File: config.mk
export PLATFORM = sky130hd
export DESIGN_NAME = matrix_multiply
export DESIGN_NICKNAME = d
export VERILOG_FILES = /design/src/rtl/matrix_multiply.sv
export SDC_FILE = /design/constraint.sdc
export NUM_CORES = 2
export LEC_CHECK = 0
export ABC_CLOCK_PERIOD_IN_PS = 11000
export BUFFER_PORTS_ARGS = -buffer_cell sky130_fd_sc_hd__buf_2
export CAP_MARGIN = 30
export CORE_ASPECT_RATIO = 0.6
export CORE_MARGIN = 4
export CORE_UTILIZATION = 28
export CTS_BUF_LIST = sky130_fd_sc_hd__clkbuf_2
export CTS_CLUSTER_SIZE = 12
export DETAILED_ROUTE_END_ITERATION = 8
export PLACE_DENSITY = 0.53
export SLEW_MARGIN = 20
export SYNTH_ARGS = -nofsm -noshare
export SYNTH_HDL_FRONTEND = slang
export SYNTH_SLANG_ARGS = --single-unit
File: constraint.sdc
create_clock -name clk -period 11 [get_ports clk]
set_clock_uncertainty 0.05 [all_clocks]
set_input_delay 1.65 -clock clk [delete_from_list [all_inputs] [get_ports clk]]
set_output_delay 1.65 -clock clk [all_outputs]
set_load 0.05 [all_outputs]
File: src/rtl/matrix_multiply.sv
// 5x5 signed matrix multiplier: streams in A then B, computes C = A*B with a single
// MAC unit (5 cycles per element), then streams C out row-major with valid/ready.
module matrix_multiply #(
  parameter int unsigned DW = 32
) (
  input  logic          clk,
  input  logic          rst_n,
  input  logic          in_valid,
  output logic          in_ready,
  input  logic [DW-1:0] in_data,
  output logic          out_valid,
  input  logic          out_ready,
  output logic [DW-1:0] out_data,
  output logic [4:0]    out_idx,
  output logic          busy
);

  typedef enum logic [1:0] {StLoad, StCompute, StOutput} state_e;

  state_e        state_q;
  logic [5:0]    load_cnt_q;
  logic [2:0]    row_q, col_q, k_q;
  logic [4:0]    elem_q;
  logic [DW-1:0] acc_q;

  logic [DW-1:0] a_mem [25];
  logic [DW-1:0] b_mem [25];
  logic [DW-1:0] c_mem [25];

  logic          in_fire;
  logic [5:0]    load_off;
  logic [4:0]    load_idx;
  logic [4:0]    a_idx, b_idx;
  logic [DW-1:0] prod, mac;

  // in_ready is only ever high in StLoad, so it alone qualifies a transfer.
  assign in_fire = in_valid && in_ready;

  always_comb begin
    load_off = (load_cnt_q < 6'd25) ? load_cnt_q : load_cnt_q - 6'd25;
    load_idx = load_off[4:0];
    a_idx    = 5'(row_q) * 5'd5 + 5'(k_q);
    b_idx    = 5'(k_q) * 5'd5 + 5'(col_q);
    // Low DW bits of a product are identical for signed and unsigned operands.
    prod     = a_mem[a_idx] * b_mem[b_idx];
    mac      = ((k_q == 3'd0) ? '0 : acc_q) + prod;
  end

  // Storage needs no reset: C is always fully rewritten before it is read out.
  always_ff @(posedge clk) begin
    if (in_fire) begin
      if (load_cnt_q < 6'd25) begin
        a_mem[load_idx] <= in_data;
      end else begin
        b_mem[load_idx] <= in_data;
      end
    end
    if (state_q == StCompute && k_q == 3'd4) begin
      c_mem[elem_q] <= mac;
    end
  end

  always_ff @(posedge clk or negedge rst_n) begin
    if (!rst_n) begin
      state_q    <= StLoad;
      load_cnt_q <= '0;
      row_q      <= '0;
      col_q      <= '0;
      k_q        <= '0;
      elem_q     <= '0;
      acc_q      <= '0;
      in_ready   <= 1'b1;
      out_valid  <= 1'b0;
      out_data   <= '0;
      out_idx    <= '0;
      busy       <= 1'b0;
    end else begin
      unique case (state_q)
        StLoad: begin
          if (in_fire) begin
            if (load_cnt_q == 6'd49) begin
              load_cnt_q <= '0;
              state_q    <= StCompute;
              in_ready   <= 1'b0;
              busy       <= 1'b1;
            end else begin
              load_cnt_q <= load_cnt_q + 6'd1;
            end
          end
        end
        StCompute: begin
          acc_q <= mac;
          if (k_q == 3'd4) begin
            k_q    <= '0;
            elem_q <= elem_q + 5'd1;
            if (col_q == 3'd4) begin
              col_q <= '0;
              if (row_q == 3'd4) begin
                row_q     <= '0;
                elem_q    <= '0;
                state_q   <= StOutput;
                out_valid <= 1'b1;
                out_idx   <= '0;
                out_data  <= c_mem[0];
              end else begin
                row_q <= row_q + 3'd1;
              end
            end else begin
              col_q <= col_q + 3'd1;
            end
          end else begin
            k_q <= k_q + 3'd1;
          end
        end
        StOutput: begin
          if (out_valid && out_ready) begin
            if (out_idx == 5'd24) begin
              state_q   <= StLoad;
              out_valid <= 1'b0;
              out_idx   <= '0;
              out_data  <= '0;
              in_ready  <= 1'b1;
              busy      <= 1'b0;
            end else begin
              out_idx  <= out_idx + 5'd1;
              out_data <= c_mem[out_idx + 5'd1];
            end
          end
        end
        default: state_q <= StLoad;
      endcase
    end
  end

endmodule

== Yosys cells after proc, flatten, opt, wreduce, memory -nomap -nowiden ==
Memory sizes are Yosys's and may differ from the RTL's.
Cells that the tools add are included.

* Register bits after elaboration: 94
* Output and inout port bits: 40
* Bits in writable memories: 2,400
* Memories kept: 3
* Input bits: 36

* Equality and inequality tests: 14
* Multipliers: 3
* Mux-type cells: 50
* Magnitude comparators: 1
* $add $sub $neg: 10
* Reductions and logical operators: 14

{| class="wikitable"
|+ Memory list
! name !! depth !! bits a word !! read ports !! clocked after memory_dff !! write ports !! RTL line !! source
|-
| a_mem || 25 || 32 || 1 || 0 || 1 || 26 || <nowiki>logic [DW-1:0] a_mem [25];</nowiki>
|-
| b_mem || 25 || 32 || 1 || 0 || 1 || 27 || <nowiki>logic [DW-1:0] b_mem [25];</nowiki>
|-
| c_mem || 25 || 32 || 2 || 0 || 1 || 28 || <nowiki>logic [DW-1:0] c_mem [25];</nowiki>
|}

{| class="wikitable"
|+ Operator list
! kind !! number
|-
| 32-bit two-way mux || 6
|-
| 32-bit one-hot mux with 2 select lines || 1
|-
| 5-bit two-way mux || 8
|-
| 32-bit adder || 1
|-
| 32-bit by 32-bit multiplier with 32-bit output || 1
|-
| 1-bit two-way mux || 19
|-
| 2-bit two-way mux || 7
|-
| 5-bit by 1-bit adder with 5-bit output (second input constant) || 2
|-
| 5-bit by 3-bit adder with 5-bit output || 2
|-
| 3-bit by 3-bit multiplier with 5-bit output (second input constant) || 2
|-
| 5-bit one-hot mux with 2 select lines || 1
|-
| 5-bit AND reduction || 2
|-
| 3-bit by 1-bit adder with 3-bit output (second input constant) || 3
|-
| 3-bit == test (second input constant) || 3
|-
| 3-bit two-way mux || 3
|-
| 2-bit != test (second input constant) || 4
|-
| 7-bit AND reduction || 1
|-
| 6-bit by 1-bit adder with 6-bit output (second input constant) || 1
|-
| 6-bit == test (second input constant) || 1
|-
| 6-bit by 5-bit less-than comparator with 1-bit output (second input constant) || 1
|-
| 6-bit two-way mux || 1
|-
| 2-bit by 1-bit != test with 1-bit output (second input constant) || 3
|-
| 1-bit one-hot mux with 2 select lines || 3
|-
| 2-bit one-hot mux with 3 select lines || 1
|-
| other kinds (11) || 15
|}

== Longest topological paths before layout ==
* Word-level depth: 5
* Mapped depth: 42
* Gate-level depth less buffers: 37

== Least setup slack after synthesis ==
OpenSTA, ideal clock, no wires.

* Kind: reg-to-reg
* From: register k_q[0]
* To: register acc_q[31]
* Path buffers: 6
* Cell stages (with the launch flop): 38
* Slack: 0.083 ns
* Data arrival time: 10.798 ns
* Data required time: 10.881 ns
* Path through: dfrtp_1 > ha_1 > ha_1 > fa_1 > buf_2 > buf_2 > buf_2 > clkbuf_1 > mux4_2 > mux2i_1 > a211oi_1 > a21o_1 > clkbuf_1 > buf_1 > nand2_1 > fa_1 > fa_1 > inv_1 > (+2 left out) > fa_1 > inv_1 > fa_1 > inv_1 > fa_1 > fa_1 > fa_1 > inv_1 > ha_1 > a21o_1 > a21o_1 > a21oi_1 > o21ai_0 > a221o_1 > a221o_1 > a21o_1 > xor2_1 > mux2_4

* Longest elaborated chain between the ends: 5

{| class="wikitable"
|+ Ends and longest elaborated chain
! what !! RTL line !! source
|-
| start, declared || 22 || <nowiki>logic [2:0] row_q, col_q, k_q;</nowiki>
|-
| start signal, assigned || 112 || <nowiki>k_q <= k_q + 3'd1;</nowiki>
|-
| 3-bit by 3-bit multiplier with 5-bit output || 43 || <nowiki>b_idx = 5'(k_q) * 5'd5 + 5'(col_q);</nowiki>
|-
| 5-bit by 3-bit adder with 5-bit output || 43 ||
|-
| memory read 25 x 32 bit || -- ||
|-
| 32-bit by 32-bit multiplier with 32-bit output || 45 || <nowiki>prod = a_mem[a_idx] * b_mem[b_idx];</nowiki>
|-
| 32-bit adder (*) || 46 || <nowiki>mac = ((k_q == 3'd0) ? '0 : acc_q) + prod;</nowiki>
|-
| net mac[31] || 34 || <nowiki>logic [DW-1:0] prod, mac;</nowiki>
|-
| end signal, assigned || 92 || <nowiki>acc_q <= mac;</nowiki>
|-
| end, declared || 24 || <nowiki>logic [DW-1:0] acc_q;</nowiki>
|}

The timed path passes the listed nets; every way through them passes the cells marked *.
A chain may end at the register's enable or synchronous reset.

== Final worst setup path ==
* From: register k_q[0]
* To: memory c_mem[23][31] (data pin)

* Longest elaborated chain between the ends: 5

{| class="wikitable"
|+ Ends and longest elaborated chain
! what !! RTL line
|-
| 3-bit by 3-bit multiplier with 5-bit output || 43
|-
| 5-bit by 3-bit adder with 5-bit output || 43
|-
| memory read 25 x 32 bit || --
|-
| 32-bit by 32-bit multiplier with 32-bit output || 45
|-
| 32-bit adder (*) || 46
|-
| net mac[31] || 34
|-
| end, declared || 28
|}

Marked as above.

==> summary.md <==
Critical path
• Slowest Stage Delay on Critical Path: 0.85 ns
• data arrival time of the critical path: 12.19 ns
• startpoint-to-endpoint class of the critical path: reg -> reg
• cell family contributing the most delay on the critical path: adder cells
• combined buffer and inverter count along the critical path: 3
• Critical Path Start Type: flip-flop
• critical path required time: 12.43 ns
• element type at the critical path end: flip-flop
• Critical Path Slowest Stage Cell: fa_4
• largest fanout of any net on the critical path: 30

Synthesis
• post-synthesis average cell area: 17.7 sq um
• number of warning messages in the yosys log: 0
• total nets after synthesis: 7043
• number of enable flip-flop cells after synthesis: 2400
• register area share after synthesis: 0.657
• total standard cell area after synthesis: 0.113 sq mm
• most frequently used flop master after synthesis: edfxtp_1
• count of distinct cell types in the synthesized netlist: 81
• post-synthesis sequential element count: 2494
• top cell type's share of synthesized area: 0.636
• leading area contributor after synthesis: edfxtp_1
• number of instances in the synthesized netlist: 6412
• ranking of synthesized cells by area: edfxtp_1 (64%), mux4_2 (12%), fa_1 (7.8%)
• asr flop ratio synth: 0.0377

Layout
• most common cell after layout, fill and taps aside: edfxtp_1
• number of fillers in the final layout: 39266
• commonest cells after routing, fill and taps aside: edfxtp_1 (2400), clkbuf_2 (869), mux4_2 (612)
• Layout Area Growth over Synthesis: 14.1%
• share of cells above drive strength 1: 0.300
• final core area utilization: 0.322
• layout net count: 7770

Timing
• number of hold violations in the final report: 0
• final count of negative-setup-slack endpoints: 0
• crit path time final: 10.75 ns
• RSZ-0062 raised after global routing: no
• maximum clock frequency: 93.0 MHz
• Slew headroom: 0.310
• final-layout setup total negative slack: 0 ns
• Hold Worst Slack: 0.222 ns
• fin. max-slew vios: 0
• post-route fraction of the period consumed by the critical path: 0.977
• Worst Tran Pin Value: 1.04 ns

Clock tree
• worst-skew pair later-pin latency: 1.87 ns
• TritonCTS clock tree: built
• Num Clock Sinks: 2494
• clock-pin slew of the registers on the worst-case setup and hold paths: 0.10 ns
• maximum level of the CTS H-tree: 6
• Max Root-Sink Buffers: 4
• number of buffers added by the clock tree synthesis step: 611
• master cell of the clock root buffer: clkbuf_2

Die
• die span in x: 829 um
• number of top-level pins: 76
• Die Outline Area: 0.415 sq mm
• starting density of the core: 0.282
• Rows: 180
• die extent in y: 501 um
• core area: 0.402 sq mm

Route
• DR DRC count: 0
• average wire per standard cell: 26.0 um
• First-pass DRT Iterations: 6
• via count normalized by instance count: 4.86
• Vias: 63044
• Routed Antenna Nets: 0
• final wirelength: 337000 um
• number of DRC markers after the initial detailed-route iteration: 6911

Placed design
• weighted congestion reported at the end of routability-driven placement: 0.891
• DPL Wire Length: 206000 um
• number of buffer cells added on primary ports: 75

Global routing
• wire length of the first global-routing pass: 481000 um
• final global-route overflow total: 0
• vias in the first global route: 64567
• maximum number of pins on one net before global-route repair: 98
• Tot GR Track Use: 0.159
• number of antenna violations at the first check in global routing: 25

Status
• status: complete, no violations

Pwr
• Max rail drop VDD: 0.0773 mV
• cell area power density: 130 mW/mm^2
• leakage power of the design: 44.5 nW

Worst hold path
• worst min-delay path class: in -> reg

Job
• Maximum Capacitance Violations: 0

timing repair:
action                                  4_1_cts  5_1_grt
setup buffers                                 0        1
endpoints found under the setup margin       25      184
hold buffers                                  1        1
pin swaps                                     0        1
endpoints found under the hold margin        36       11
gates resized for setup                       1       14
path summary, 6_finish.rpt:
check                                end  cells after the start  slack (ns)  startpoint
setup / recovery           c_mem[23][31]                     31        0.25      k_q[0]
hold / removal               b_mem[3][3]                      1        0.22  in_data[3]
setup reg to reg           c_mem[23][31]                     31        0.25      k_q[0]
hold reg to reg                 acc_q[1]                      2        0.43    acc_q[1]
max in group asynchronous      acc_q[12]                      3        9.04       rst_n
min in group asynchronous  load_cnt_q[4]                      2        0.35       rst_n
power by group:
part / leakage [nW] / internal (mW) / switching, mW
Sequential: 22.8 / 10.3 / 0
Clock: 4.21 / 2.50 / 3.81
Combinational: 17.5 / 0.0213 / 0.107
Yosys cell counts (all sizes together) (23+ instances only):
cell type  number
a21oi          68
nand2b         92
dfrtp          93
and2           23
mux4          634
a221oi         37
nand2         499
xnor2          70
buf           151
xor2           25
mux2i          64
fa            440
nor2          430
ha            155
o21ai         120
clkbuf        168
mux2           27
or2            80
inv           503
nor2b          61
nand3          73
edfxtp       2400
kinds of logic after synthesis:
family          after synthesis  synth area share
flops                      2494             0.657
buf+inv                     822            0.0316
mux                         725             0.135
xor+xnor                     99           0.00828
simple gates               1319            0.0518
compound gates              358            0.0210
fa+ha+maj                   595            0.0949
state kept, by name (all words and copies together), names as in the netlist, 5 cells and up:
signal,cells
b_mem,800
acc_q,32
out_idx,5
c_mem,800
out_data,32
a_mem,800
load_cnt_q,6
elem_q,5
cell type report:
cell class | instances | area (sq um) | area share
sequential | 2494 | 74400 | 0.576
multi-input combinational | 3096 | 36300 | 0.281
tap | 5369 | 6720 | 0.0520
clock buffer | 869 | 4350 | 0.0337
timing repair buffer | 433 | 4230 | 0.0327
inverter | 503 | 1890 | 0.0146
clock inverter | 180 | 1210 | 0.00935
antenna | 17 | 42.5 | 0.000329
metal layers:
| metal | vias to the layer above | wire length (um) | track usage |
|---|---|---|---|
| li1 | 25899 | - | - |
| met1 | 33873 | 163000 | 0.253 |
| met2 | 2850 | 136000 | 0.216 |
| met3 | 414 | 31900 | 0.0417 |
| met4 | 8 | 5700 | 0.0328 |
| met5 | - | 50 | 0 |
per-stage QoR:
stage / cells / total power [mW] / setup slack (ns) / instance area, sq um
floorplan: 6412 / 10.6 / 0.0833 / 113000
global placement: 11855 / 10.7 / 0.146 / 123000
detailed placement: 11867 / 10.7 / 0.202 / 123000
CTS: 12917 / 17.0 / 0.0556 / 129000
global route: 12949 / 17.6 / 0.00375 / 129000
finish: 12961 / 16.8 / 0.248 / 129000
(Power assumes the default switching activity.)
